File: config.mk
export PLATFORM = sky130hd
export DESIGN_NAME = qslave2908_flat
export DESIGN_NICKNAME = d
export VERILOG_FILES = /design/src/rtl/qslave2908_if.sv /design/src/rtl/qslave2908.sv /design/src/flat_wrapper.sv
export SDC_FILE = /design/constraint.sdc
export NUM_CORES = 1
export LEC_CHECK = 0
export ABC_AREA = 1
export CAP_MARGIN = 10
export CORE_ASPECT_RATIO = 1.2
export CORE_MARGIN = 2
export CORE_UTILIZATION = 49
export CTS_BUF_LIST = sky130_fd_sc_hd__clkbuf_4 sky130_fd_sc_hd__clkbuf_8
export DETAILED_ROUTE_END_ITERATION = 8
export GPL_ROUTABILITY_DRIVEN = 0
export PLACE_DENSITY = 0.83
export SLEW_MARGIN = 25
export SYNTH_ARGS = -nofsm -noshare
export SYNTH_HDL_FRONTEND = slang
export SYNTH_SLANG_ARGS = --single-unit
File: constraint.sdc
create_clock -name clk -period 2.3 [get_ports clk]
set_clock_uncertainty 0.1 [all_clocks]
set_input_delay 0.46 -clock clk [delete_from_list [all_inputs] [get_ports clk]]
set_output_delay 0.46 -clock clk [all_outputs]
set_load 0.01 [all_outputs]
File: src/rtl/qslave2908_if.sv
// QBUS/Am2908 bus-side and register-file-side signals of the qslave2908 responder.
// slave = responder view, master = bus master plus device-core view.
interface qslave2908_if #(
    parameter int NREG_LOG2 = 3
);
    logic                 RSYNC;
    logic                 RDIN;
    logic                 RDOUT;
    logic                 RWTBT;
    logic                 RBS7;
    logic [15:0]          RDAL;
    logic                 TRPLY;
    logic                 DALst;
    logic                 DALbe;
    logic [15:0]          dal_out;
    logic [NREG_LOG2-1:0] reg_sel;
    logic                 reg_rd;
    logic [15:0]          reg_rdata;
    logic                 reg_wr;
    logic [1:0]           reg_be;
    logic [15:0]          reg_wdata;
    logic                 selected;

    modport slave (
        input  RSYNC, RDIN, RDOUT, RWTBT, RBS7, RDAL, reg_rdata,
        output TRPLY, DALst, DALbe, dal_out, reg_sel, reg_rd, reg_wr,
               reg_be, reg_wdata, selected
    );

    modport master (
        output RSYNC, RDIN, RDOUT, RWTBT, RBS7, RDAL, reg_rdata,
        input  TRPLY, DALst, DALbe, dal_out, reg_sel, reg_rd, reg_wr,
               reg_be, reg_wdata, selected
    );
endinterface

File: src/rtl/qslave2908.sv
// QBUS slave for 2**NREG_LOG2 I/O-page word registers behind Am2908 transceivers.
// DIN->TRPLY 5+DATA_SETUP clks, DOUT->TRPLY 3 clks; reply is held until the master negates its strobe.
module qslave2908 #(
    parameter logic [12:0] BASE_ADDR  = 13'o17760,
    parameter int          NREG_LOG2  = 3,
    parameter int          DATA_SETUP = 2
) (
    input  logic        clk,
    input  logic        RINIT,
    qslave2908_if.slave bus
);
    localparam int CW = (DATA_SETUP < 2) ? 1 : $clog2(DATA_SETUP + 1);
    localparam int AH = NREG_LOG2 + 1;

    typedef enum logic [9:0] {
        IDLE        = 10'b00_0000_0001,
        DECODE      = 10'b00_0000_0010,
        SELECTED    = 10'b00_0000_0100,
        READ_FETCH  = 10'b00_0000_1000,
        READ_LOAD   = 10'b00_0001_0000,
        READ_SETUP  = 10'b00_0010_0000,
        READ_REPLY  = 10'b00_0100_0000,
        WRITE       = 10'b00_1000_0000,
        WRITE_REPLY = 10'b01_0000_0000,
        SYNC_CLEAR  = 10'b10_0000_0000
    } state_t;

    state_t               r_state;
    logic [1:0]           r_sync_ff;
    logic [1:0]           r_din_ff;
    logic [1:0]           r_dout_ff;
    logic                 r_a0;
    logic                 r_wtbt;
    logic [CW-1:0]        r_cnt;
    logic                 r_trply;
    logic                 r_dalst;
    logic                 r_dalbe;
    logic [15:0]          r_dal;
    logic [NREG_LOG2-1:0] r_sel;
    logic                 r_rd;
    logic                 r_wr;
    logic [1:0]           r_be;
    logic [15:0]          r_wdata;
    logic                 r_selected;

    logic w_ssync;
    logic w_sdin;
    logic w_sdout;
    logic w_addr_hit;

    assign w_ssync    = r_sync_ff[1];
    assign w_sdin     = r_din_ff[1];
    assign w_sdout    = r_dout_ff[1];
    assign w_addr_hit = bus.RBS7 && (bus.RDAL[12:AH] == BASE_ADDR[12:AH]);

    always_ff @(posedge clk or posedge RINIT) begin
        if (RINIT) begin
            r_sync_ff <= 2'b00;
            r_din_ff  <= 2'b00;
            r_dout_ff <= 2'b00;
        end else begin
            r_sync_ff <= {r_sync_ff[0], bus.RSYNC};
            r_din_ff  <= {r_din_ff[0], bus.RDIN};
            r_dout_ff <= {r_dout_ff[0], bus.RDOUT};
        end
    end

    always_ff @(posedge clk or posedge RINIT) begin
        if (RINIT) begin
            r_state    <= IDLE;
            r_a0       <= 1'b0;
            r_wtbt     <= 1'b0;
            r_cnt      <= '0;
            r_trply    <= 1'b0;
            r_dalst    <= 1'b0;
            r_dalbe    <= 1'b0;
            r_dal      <= 16'h0000;
            r_sel      <= '0;
            r_rd       <= 1'b0;
            r_wr       <= 1'b0;
            r_be       <= 2'b00;
            r_wdata    <= 16'h0000;
            r_selected <= 1'b0;
        end else begin
            // strobes are single-cycle; an abort lets an in-flight pulse finish
            r_rd <= 1'b0;
            r_wr <= 1'b0;
            if (!w_ssync && r_state != IDLE && r_state != SYNC_CLEAR) begin
                r_state    <= IDLE;
                r_trply    <= 1'b0;
                r_dalbe    <= 1'b0;
                r_dalst    <= 1'b0;
                r_selected <= 1'b0;
            end else begin
                case (r_state)
                    IDLE: begin
                        if (w_ssync) r_state <= DECODE;
                    end
                    DECODE: begin
                        if (w_addr_hit) begin
                            r_sel      <= bus.RDAL[NREG_LOG2:1];
                            r_a0       <= bus.RDAL[0];
                            r_selected <= 1'b1;
                            r_state    <= SELECTED;
                        end else begin
                            r_selected <= 1'b0;
                            r_state    <= SYNC_CLEAR;
                        end
                    end
                    SELECTED: begin
                        if (w_sdin) begin
                            r_rd    <= 1'b1;
                            r_state <= READ_FETCH;
                        end else if (w_sdout) begin
                            r_wdata <= bus.RDAL;
                            r_wtbt  <= bus.RWTBT;
                            r_state <= WRITE;
                        end
                    end
                    READ_FETCH: begin
                        r_state <= READ_LOAD;
                    end
                    READ_LOAD: begin
                        r_dal   <= bus.reg_rdata;
                        r_dalst <= 1'b1;
                        r_cnt   <= CW'(DATA_SETUP);
                        r_state <= READ_SETUP;
                    end
                    READ_SETUP: begin
                        // first pass enables the drivers; TRPLY follows DATA_SETUP cycles later
                        r_dalst <= 1'b0;
                        r_dalbe <= 1'b1;
                        if (r_cnt == '0) begin
                            r_trply <= 1'b1;
                            r_state <= READ_REPLY;
                        end else begin
                            r_cnt <= r_cnt - CW'(1);
                        end
                    end
                    READ_REPLY: begin
                        if (!w_sdin) begin
                            r_trply <= 1'b0;
                            r_dalbe <= 1'b0;
                            r_state <= SELECTED;
                        end
                    end
                    WRITE: begin
                        r_wr    <= 1'b1;
                        r_be    <= r_wtbt ? (r_a0 ? 2'b10 : 2'b01) : 2'b11;
                        r_trply <= 1'b1;
                        r_state <= WRITE_REPLY;
                    end
                    WRITE_REPLY: begin
                        if (!w_sdout) begin
                            r_trply <= 1'b0;
                            r_state <= SELECTED;
                        end
                    end
                    SYNC_CLEAR: begin
                        if (!w_ssync) r_state <= IDLE;
                    end
                    default: begin
                        r_state    <= IDLE;
                        r_trply    <= 1'b0;
                        r_dalbe    <= 1'b0;
                        r_dalst    <= 1'b0;
                        r_selected <= 1'b0;
                    end
                endcase
            end
        end
    end

    assign bus.TRPLY     = r_trply;
    assign bus.DALst     = r_dalst;
    assign bus.DALbe     = r_dalbe;
    assign bus.dal_out   = r_dal;
    assign bus.reg_sel   = r_sel;
    assign bus.reg_rd    = r_rd;
    assign bus.reg_wr    = r_wr;
    assign bus.reg_be    = r_be;
    assign bus.reg_wdata = r_wdata;
    assign bus.selected  = r_selected;
endmodule

File: src/flat_wrapper.sv
// flat-port wrapper written by rule: the top's interface ports become plain ports
module qslave2908_flat 
#(
    parameter logic [12:0] BASE_ADDR  = 13'o17760,
    parameter int          NREG_LOG2  = 3,
    parameter int          DATA_SETUP = 2
)
  (clk, RINIT, bus_RSYNC, bus_RDIN, bus_RDOUT, bus_RWTBT, bus_RBS7, bus_RDAL, bus_reg_rdata, bus_TRPLY, bus_DALst, bus_DALbe, bus_dal_out, bus_reg_sel, bus_reg_rd, bus_reg_wr, bus_reg_be, bus_reg_wdata, bus_selected);
  qslave2908_if #(.NREG_LOG2(NREG_LOG2)) bus_i ();
  input  logic clk;
  input  logic RINIT;
  input wire logic [$bits(bus_i.RSYNC)-1:0] bus_RSYNC;
  input wire logic [$bits(bus_i.RDIN)-1:0] bus_RDIN;
  input wire logic [$bits(bus_i.RDOUT)-1:0] bus_RDOUT;
  input wire logic [$bits(bus_i.RWTBT)-1:0] bus_RWTBT;
  input wire logic [$bits(bus_i.RBS7)-1:0] bus_RBS7;
  input wire logic [$bits(bus_i.RDAL)-1:0] bus_RDAL;
  input wire logic [$bits(bus_i.reg_rdata)-1:0] bus_reg_rdata;
  output wire logic [$bits(bus_i.TRPLY)-1:0] bus_TRPLY;
  output wire logic [$bits(bus_i.DALst)-1:0] bus_DALst;
  output wire logic [$bits(bus_i.DALbe)-1:0] bus_DALbe;
  output wire logic [$bits(bus_i.dal_out)-1:0] bus_dal_out;
  output wire logic [$bits(bus_i.reg_sel)-1:0] bus_reg_sel;
  output wire logic [$bits(bus_i.reg_rd)-1:0] bus_reg_rd;
  output wire logic [$bits(bus_i.reg_wr)-1:0] bus_reg_wr;
  output wire logic [$bits(bus_i.reg_be)-1:0] bus_reg_be;
  output wire logic [$bits(bus_i.reg_wdata)-1:0] bus_reg_wdata;
  output wire logic [$bits(bus_i.selected)-1:0] bus_selected;
  assign bus_i.RSYNC = bus_RSYNC;
  assign bus_i.RDIN = bus_RDIN;
  assign bus_i.RDOUT = bus_RDOUT;
  assign bus_i.RWTBT = bus_RWTBT;
  assign bus_i.RBS7 = bus_RBS7;
  assign bus_i.RDAL = bus_RDAL;
  assign bus_i.reg_rdata = bus_reg_rdata;
  assign bus_TRPLY = bus_i.TRPLY;
  assign bus_DALst = bus_i.DALst;
  assign bus_DALbe = bus_i.DALbe;
  assign bus_dal_out = bus_i.dal_out;
  assign bus_reg_sel = bus_i.reg_sel;
  assign bus_reg_rd = bus_i.reg_rd;
  assign bus_reg_wr = bus_i.reg_wr;
  assign bus_reg_be = bus_i.reg_be;
  assign bus_reg_wdata = bus_i.reg_wdata;
  assign bus_selected = bus_i.selected;
  qslave2908 #(.BASE_ADDR(BASE_ADDR), .NREG_LOG2(NREG_LOG2), .DATA_SETUP(DATA_SETUP)) u_core (.clk(clk), .RINIT(RINIT), .bus(bus_i));
endmodule
==> impl_results.md <==
* RR Startpoint: u_core.r_state[0]$_DFFE_PP1P_
* WP data required at 2.43 ns
* Slew Limit Fails at 0
* Synthesized instance count at 362
* Total vias in the final route at 2592
* Crit share post-route at 91.62%
* Worst-path fanout max at 18
* Antenna-violating nets left at 0
* DIE AREA at 0.006539 mm²
* Arrival time at the worst endpoint at 2.24 ns
* Status: complete, no violations
* Initial Util at 51.06%
* Routed WL at 6891 µm
* Synthesis Warnings at 0
* Ys flop type: dfrtp_1
* Post-Route Setup TNS at 0 ns
* CTS Root Cell: clkbuf_8
* Core region area at 0.005668 mm²
* PortBufs at 81
* Final nets at 491
* Vias in the first global route at 2617
* Wl on met1 at 2708 µm
* Post-CTS Setup Bufs at 0
* H-tree lvl count at 3
* Cell mode on critical path: nand2_1
* Share of flip-flops with an asynchronous set or reset at 100.0%
* Max Used Layer: met4
* Setup slack on the worst flop-to-flop path at 0.19 ns
* Hold Crit Class: primary input to async pin
* Critical Path End: u_core.r_state[9]$_DFFE_PP0P_
* Drt wl/cell at 12.88 µm
* Clock Pin Slew Worst Setup and Hold Paths at 0.07 ns
* # diodes at 0
* Gr ovfl total at 0
* Die H at 88.19 µm
* F_max at 0.4745 GHz
* First-pass GRT wire length at 11690 µm
* Register-to-Register Path Depth at 11
* Hold-fix buffers, CTS at 0
* Post-synth EDFFs at 0
* CP endpoint kind: register
* CP Launch Point: u_core.r_state[0]$_DFFE_PP1P_
* Synthesized area at 0.002894 mm²
* Max-slew headroom at 70.34%
* Layout cells sized above 1 at 8.352%
* CP peak stage delay at 0.55 ns
* HPWL Detailed at 5149 µm
* Hold Vio Cnt, Final at 0
* Largest cells by area after synthesis: dfrtp_1 54%, nand2_1 19%, inv_1 5.3%, nor2_1 4.3%, nand3_1 4.2%
* Largest net degree at the start of global routing at 62
* CTS Buf Count at 9
* Seq/Total Area, Yosys at 54.52%
* Vias/cell at 4.845
* Crit path kind: register to register
* Worst reg2reg path endpoint: u_core.r_state[9]$_DFFE_PP0P_
* Gates resized, CTS repair at 0
* Util after Layout at 70.31%
* Layout area overhead at 37.70%
* Initial antenna violation count at 0
* Post-route minimum period at 2.107 ns
* DRC Markers at 0
* Syn_nets at 402
* Synth cell types at 27
* Least-Margin Pin Slew at 0.4408 ns
* CP Launch Type: register
* Drt first-iter violations at 168
* Die width at 74.16 µm
* Slowest cell on the critical path: dfstp_2
* Sink Count at 63
* Final-layout fill cell count at 445
* Post-synthesis register bit count at 63
* Met3 WL at 549 µm
* I/O Pins at 82
* Worst-path cell chain: nor2_1 -> nand2_2 -> nor2_4 -> nand2_2 -> nand3_4 -> nand2_1 -> nand3_1 -> nor2_2 -> nand2_1 -> nand2_1 -> inv_1
* # Max-Cap Violations at 0
* Synth top area share at 53.61%
* Peak VDD IR at 0.3651 mV
* Total GRT Usage at 23.90%
* Synth Area per Inst at 7.995 µm²
* CTS max path bufs at 2
* Skew-Pair Late Insertion Delay at 0.33 ns
* P per Cell Area at 710.5 mW/mm²
* RSZ-0062 raised after global routing: false
* Pre-antenna DRT Iters at 5
* Leakage at 1.988 nW
* Row Count at 30
* CTS tree: done
* Area leader, netlist: dfrtp_1
* Final setup viols at 0
* Met2 WL post-DR at 3504 µm
## worst min path at each step
stage                                   from                                  end  slack, ns  depth (start not counted)
2_1_floorplan   u_core.r_din_ff[0]$_DFF_PP0_         u_core.r_din_ff[1]$_DFF_PP0_       0.23                          0
3_3_place_gp   u_core.r_sync_ff[0]$_DFF_PP0_        u_core.r_sync_ff[1]$_DFF_PP0_       0.23                          0
3_5_place_dp   u_core.r_dout_ff[0]$_DFF_PP0_        u_core.r_dout_ff[1]$_DFF_PP0_       0.25                          0
4_1_cts                                RINIT  u_core.bus.reg_wdata[8]$_DFFE_PP0P_       0.18                          2
5_1_grt                                RINIT  u_core.bus.reg_wdata[8]$_DFFE_PP0P_       0.19                          2
6_report                               RINIT  u_core.bus.reg_wdata[8]$_DFFE_PP0P_       0.20                          2
## routing by layer
metal / vias to the layer above / track usage (%)
met4: 0 / 10.08
met2: 91 / 38.80
met1: 1202 / 28.17
li1: 1287 / -
met5: - / 0
met3: 12 / 9.321
## synthesized netlist by cell type (2+ instances only)
library cell / count
nand2_2: 3
nor2_4: 3
o21ai_1: 7
o21ai_0: 10
nor2_2: 2
dfrtp_1: 62
buf_4: 2
nor2_1: 33
nand4_1: 4
nand3_1: 24
inv_1: 41
nand2_1: 148
inv_2: 5
a31oi_1: 2
buf_2: 3
nand2_4: 2
## cell families after synthesis
kind of cell | share of synthesized area, %
adder cells (fa/ha/maj) | 0.4323
buffers and inverters | 7.393
AND/OR/NAND/NOR | 34.28
AO/OA/AOI/OAI | 3.372
flip-flops | 54.52
## registers in the layout (all words and copies together) (netlist names)
name / flops
u_core.r_din_ff: 2
u_core.r_state: 10
u_core.bus.dal_out: 16
u_core.r_a0: 1
u_core.r_wtbt: 1
u_core.bus.reg_wr: 1
u_core.bus.reg_wdata: 16
u_core.bus.TRPLY: 1
u_core.bus.reg_be: 2
u_core.bus.selected: 1
u_core.r_cnt: 2
u_core.bus.DALst: 1
u_core.bus.reg_sel: 3
u_core.bus.DALbe: 1
u_core.r_dout_ff: 2
u_core.r_sync_ff: 2
u_core.bus.reg_rd: 1
## power breakdown
part	internal [mW]	switching [mW]	total, mW
Combinational	0.266	0.439	0.705
Sequential	1.17	0.0384	1.21
Clock	0.515	0.405	0.920
Total	1.95	0.883	2.83
## area by class of cell
class                   count  area, µm²  area share (%)
repair buffers             84      845.8           21.22
well taps                  80      100.1           2.512
multi-input cells         247       1102           27.66
clock inverters             4      47.55           1.193
clock buffers              11      138.9           3.485
inverters                  46      172.7           4.333
flip-flops and latches     63       1578           39.59
## layout by cell type, fill, tap and decap left out, types with 2 or more instances in the layout
master / n
nand2_1: 148
clkdlybuf4s50_1: 81
dfrtp_1: 62
inv_1: 40
nor2_1: 33
nand3_1: 24
o21ai_0: 10
clkbuf_8: 9
o21ai_1: 7
inv_2: 6
nand4_1: 4
nor2_4: 3
nand2_2: 3
nor2_2: 2
nand2_4: 2
a31oi_1: 2
clkinv_2: 2
clkbuf_4: 2
buf_4: 2
## worst max-delay path, delay by kind of cell (launching register included)
kind / cells / cell delay [ns]
flops: 1 / 0.55
simple gates: 10 / 1.32
buf+inv: 1 / 0.04
## through the flow
step	total power, mW	cells	hold WS (ns)	area, µm²	setup WS [ns]
after detailed placement	1.928	520	0.2450	3799	0.01697
after global routing	3.001	535	0.1925	3985	0.03111
final	2.831	535	0.1961	3985	0.1927
after CTS	2.853	535	0.1779	3985	0.2144
after global placement	1.904	520	0.2316	3799	0.1168
after floorplan	1.709	362	0.2312	2894	0.1719
No activity file was read; power rests on OpenSTA's default activity.
